[src/rtl/ymux_pkg.sv]
// Shared definitions for the two-requester round-robin arbiter:
// the FSM state encoding and the default payload width.
package ymux_pkg;

    localparam int DEFAULT_WIDTH = 32;

    typedef enum logic {
        EMPTY = 1'b0,
        FULL  = 1'b1
    } state_t;

endpackage

[src/rtl/yMux.sv]
// WIDTH-bit 2-to-1 payload mux assembled from yMux1 slices.
module yMux
    import ymux_pkg::*;
#(
    parameter int WIDTH = DEFAULT_WIDTH
) (
    input  logic [WIDTH-1:0] a,
    input  logic [WIDTH-1:0] b,
    input  logic             sel,
    output logic [WIDTH-1:0] y
);

    for (genvar i = 0; i < WIDTH; i++) begin : g_slice
        yMux1 u_slice (
            .a   (a[i]),
            .b   (b[i]),
            .sel (sel),
            .z   (y[i])
        );
    end

endmodule

[src/rtl/yMux1.sv]
// One-bit 2-to-1 mux slice; sel=0 passes a, sel=1 passes b.
module yMux1 (
    input  logic a,
    input  logic b,
    input  logic sel,
    output logic z
);

    assign z = sel ? b : a;

endmodule

[src/rtl/ymux_arb.sv]
// Two-requester round-robin arbiter feeding a single registered output word.
// A new word is granted whenever the output register is empty or being drained.
module ymux_arb
    import ymux_pkg::*;
#(
    parameter int WIDTH = DEFAULT_WIDTH
) (
    input  logic             clk,
    input  logic             rst_n,
    input  logic             req0_valid,
    input  logic [WIDTH-1:0] req0_data,
    output logic             req0_ready,
    input  logic             req1_valid,
    input  logic [WIDTH-1:0] req1_data,
    output logic             req1_ready,
    output logic             out_valid,
    output logic [WIDTH-1:0] out_data,
    output logic             out_src,
    input  logic             out_ready,
    output logic             sel
);

    state_t           state_q, state_d;
    logic             prio_q, prio_d;
    logic [WIDTH-1:0] out_data_q, out_data_d;
    logic             out_src_q, out_src_d;
    logic [WIDTH-1:0] mux_data;
    logic             load_en;
    logic             grant;
    logic             gnt_id;

    yMux #(.WIDTH(WIDTH)) u_mux (
        .a   (req0_data),
        .b   (req1_data),
        .sel (sel),
        .y   (mux_data)
    );

    // Grant is gated by rst_n so no requester sees ready while reset is held.
    always_comb begin
        load_en    = (state_q == EMPTY) || out_ready;
        gnt_id     = (req0_valid && req1_valid) ? prio_q : req1_valid;
        grant      = rst_n && load_en && (req0_valid || req1_valid);
        sel        = grant ? gnt_id : prio_q;
        req0_ready = grant && !gnt_id;
        req1_ready = grant && gnt_id;

        state_d    = state_q;
        prio_d     = prio_q;
        out_data_d = out_data_q;
        out_src_d  = out_src_q;

        if (grant) begin
            state_d    = FULL;
            prio_d     = ~gnt_id;
            out_data_d = mux_data;
            out_src_d  = gnt_id;
        end else if (state_q == FULL && out_ready) begin
            state_d    = EMPTY;
        end
    end

    always_ff @(posedge clk or negedge rst_n) begin
        if (!rst_n) begin
            state_q    <= EMPTY;
            prio_q     <= 1'b0;
            out_data_q <= '0;
            out_src_q  <= 1'b0;
        end else begin
            state_q    <= state_d;
            prio_q     <= prio_d;
            out_data_q <= out_data_d;
            out_src_q  <= out_src_d;
        end
    end

    assign out_valid = (state_q == FULL);
    assign out_data  = out_data_q;
    assign out_src   = out_src_q;

endmodule
[config.mk]
export PLATFORM = sky130hd
export DESIGN_NAME = ymux_arb
export DESIGN_NICKNAME = d
export VERILOG_FILES = /design/src/rtl/ymux_pkg.sv /design/src/rtl/yMux.sv /design/src/rtl/yMux1.sv /design/src/rtl/ymux_arb.sv
export SDC_FILE = /design/constraint.sdc
export NUM_CORES = 1
export LEC_CHECK = 0
export BUFFER_PORTS_ARGS = -buffer_cell sky130_fd_sc_hd__buf_2
export CAP_MARGIN = 30
export CORE_MARGIN = 2
export CORE_UTILIZATION = 45
export CTS_CLUSTER_SIZE = 10
export DETAILED_ROUTE_END_ITERATION = 7
export PLACE_DENSITY_LB_ADDON = 0.15
export SLEW_MARGIN = 40
export SYNTH_ARGS = -nofsm -noshare
export SYNTH_HDL_FRONTEND = slang
export SYNTH_HIERARCHICAL = 1
export SYNTH_SLANG_ARGS = --single-unit
export TNS_END_PERCENT = 10
[constraint.sdc]
create_clock -name clk -period 7.6 [get_ports clk]
set_clock_uncertainty 0.1 [all_clocks]
set_input_delay 2.28 -clock clk [delete_from_list [all_inputs] [get_ports clk]]
set_output_delay 2.28 -clock clk [all_outputs]
set_load 0.005 [all_outputs]
==> run metrics <==
Final Max Slew Viols=0; DRT Pass-1 Iters=3; unrepaired setup endpoints after global routing=no; hold buffer count at CTS=0; global placement routability congestion=0.750; Critical Path Start Type=input port; Die Height=70.7 µm; overall routed net length=4080 µm; final period demand of the worst path=5.63 ns; first-pass GRT wire length=6930 µm; number of placement rows=24; worst slew margin relative to its limit=50.3%; synthesized area=0.00200 mm²; dominant cells by area after synthesis=sky130_fd_sc_hd__mux2_4 46%, sky130_fd_sc_hd__dfrtp_1 44%, sky130_fd_sc_hd__buf_12 3.0%, sky130_fd_sc_hd__mux2_2 1.7%, sky130_fd_sc_hd__nor2_8 1.0%; yosys synthesis warning count=6; Tightest Hold Check Type=register to register; kind of end point of the critical path=primary output; via-per-instance ratio=4.78; Setup Viol. Count Final=0; Port Buffer Count=105; number of setup buffers added after CTS=0; CTS H-tree lvls=2; clock root buffer=sky130_fd_sc_hd__clkbuf_8; vias=1344; floorplan core area=0.00432 mm²; buffers from clock root to sink, at most=2; worst slew pin tran=0.746 ns; Reg clk slew, reported paths=0.07 ns; critical path start-end classification=input port to primary output; largest fanout of any net on the critical path=36; sum of overflow across all layers after global routing=0; Cells after Synth=117; Data arrival, critical path=3.25 ns; share of layout cells above drive strength 1=79.9%; final sum of negative setup slack=0 ns; Routed WL per cell=14.5 µm; area added between synthesis and finish=33.1%; share of the clock period used by the worst path=74.1%; most common cell after layout, fill and taps aside=sky130_fd_sc_hd__buf_2; post-synth top area cell=sky130_fd_sc_hd__mux2_4; top-area cell type share of the netlist area=45.8%; Cell Pwr Density=248 mW/mm²; number of max-capacitance violations reported=0; post-synth cell types=16; status=finished, final reports clean; horizontal die dimension=70.7 µm; worst path required time=5.22 ns; mean instance size in the synthesized netlist=17.1 µm²; antenna violation net count after detailed routing=0; worst vdd ir=0.000197 V; largest net degree at the start of global routing=37; commonest non-fill, non-tap cells in the layout=105 x sky130_fd_sc_hd__buf_2, 61 x sky130_fd_sc_hd__mux2_4, 35 x sky130_fd_sc_hd__dfrtp_1; part of the Yosys area used for sequential elements=43.8%; Total Nets Final=297; number of antenna violations at the first check in global routing=0; number of buffers created by CTS=5; Leak Pwr=1.45 nW; Hold Fails Final Rpt=0; clock tree from TritonCTS=yes; number of top-level pins=106; number of clock sinks=35; number of synthesized register bits=35; Syn Nets=186; Achievable Freq=178 MHz; HPWL after detailed placement=3030 µm; global-route total usage across every layer=17.1%; post-layout power=0.000661 W; fillcell total=356; Total Die Area=0.00499 mm²; vias in the first global route=1503; Starting Density=46.3%; Antenna Cells=0; number of gates resized after cts=0; post-route DRC violation count=0; violation count after the first detailed-routing iteration=58; clock latency on the worst-skew pair=0.27 ns
[per-stage QoR]
| stage | hold slack [ns] | cell area (µm²) | setup WS, ns | utilization, % | std cells |
|---|---|---|---|---|---|
| finish | 0.405 | 2660 | 1.97 | 61.6 | 281 |
| global route | 0.423 | 2660 | 1.84 | 61.6 | 281 |
| CTS | 0.409 | 2660 | 1.94 | 61.6 | 281 |
| detailed placement | 0.388 | 2550 | 1.93 | 58.9 | 273 |
| global placement | 0.386 | 2550 | 1.97 | 58.9 | 273 |
| floorplan | 0.378 | 2000 | 1.83 | - | 117 |
[path summary, 6_finish.rpt]
kind / startpoint / endpoint / slack, ns / depth (start not counted)
worst max register to register: out_valid / out_data[27] / 5.28 / 6
max in group asynchronous: rst_n / out_data[0] / 5.07 / 2
min in group asynchronous: rst_n / out_data[17] / 2.02 / 2
worst min register to register: out_data[20] / out_data[20] / 0.41 / 1
worst min-delay path: out_data[20] / out_data[20] / 0.41 / 1
worst max-delay path: rst_n / req1_ready / 1.97 / 5
[state kept, by name (all words and copies together) (netlist names)]
register,cells
out_src,1
out_data,32
prio_q,1
out_valid,1
[layout make-up]
type | instances | area (µm²) | area share (%)
clock buffer | 6 | 82.6 | 3.10
inverter | 1 | 3.75 | 0.141
tap | 52 | 65.1 | 2.44
multi-input combinational | 78 | 1060 | 39.8
timing repair buffer | 107 | 541 | 20.3
clock inverter | 2 | 35.0 | 1.32
sequential | 35 | 876 | 32.9
[layer usage]
metal	up-vias	routed length, µm	global-route usage (%)
li1	644	-	-
met1	642	1770	22.1
met2	56	2000	29.6
met3	2	285	4.42
met4	0	19	2.73
met5	-	0	0
[power breakdown]
group	internal (W)	switching [W]
registers	0.000234	0.0000259
logic	0.000153	0.0000809
clock network	0.000106	0.0000611
[synth_stat cells]
master                     number
sky130_fd_sc_hd__a21oi_1        1
sky130_fd_sc_hd__and2b_4        1
sky130_fd_sc_hd__buf_12         3
sky130_fd_sc_hd__dfrtp_1       35
sky130_fd_sc_hd__inv_1          1
sky130_fd_sc_hd__mux2_2         3
sky130_fd_sc_hd__mux2_4        61
sky130_fd_sc_hd__nand2_1        2
sky130_fd_sc_hd__nand2b_1       3
sky130_fd_sc_hd__nand4_1        1
sky130_fd_sc_hd__nor2_8         1
sky130_fd_sc_hd__nor3_1         1
sky130_fd_sc_hd__o21a_1         1
sky130_fd_sc_hd__o21ai_0        1
sky130_fd_sc_hd__o21ai_4        1
sky130_fd_sc_hd__o22a_2         1
[cell families after synthesis]
family,count (synthesis),synth area share (%)
AO/OA/AOI/OAI,5,2.19
buffers and inverters,4,3.19
flip-flops,35,43.8
AND/OR/NAND/NOR,9,3.38
multiplexers,64,47.5
[worst max-delay path, stage by stage]
cell,delay (ns)
sky130_fd_sc_hd__buf_2,0.13
sky130_fd_sc_hd__buf_4,0.41
sky130_fd_sc_hd__nand4_1,0.23
sky130_fd_sc_hd__inv_1,0.09
sky130_fd_sc_hd__buf_2,0.11
(Power assumes the default switching activity.)
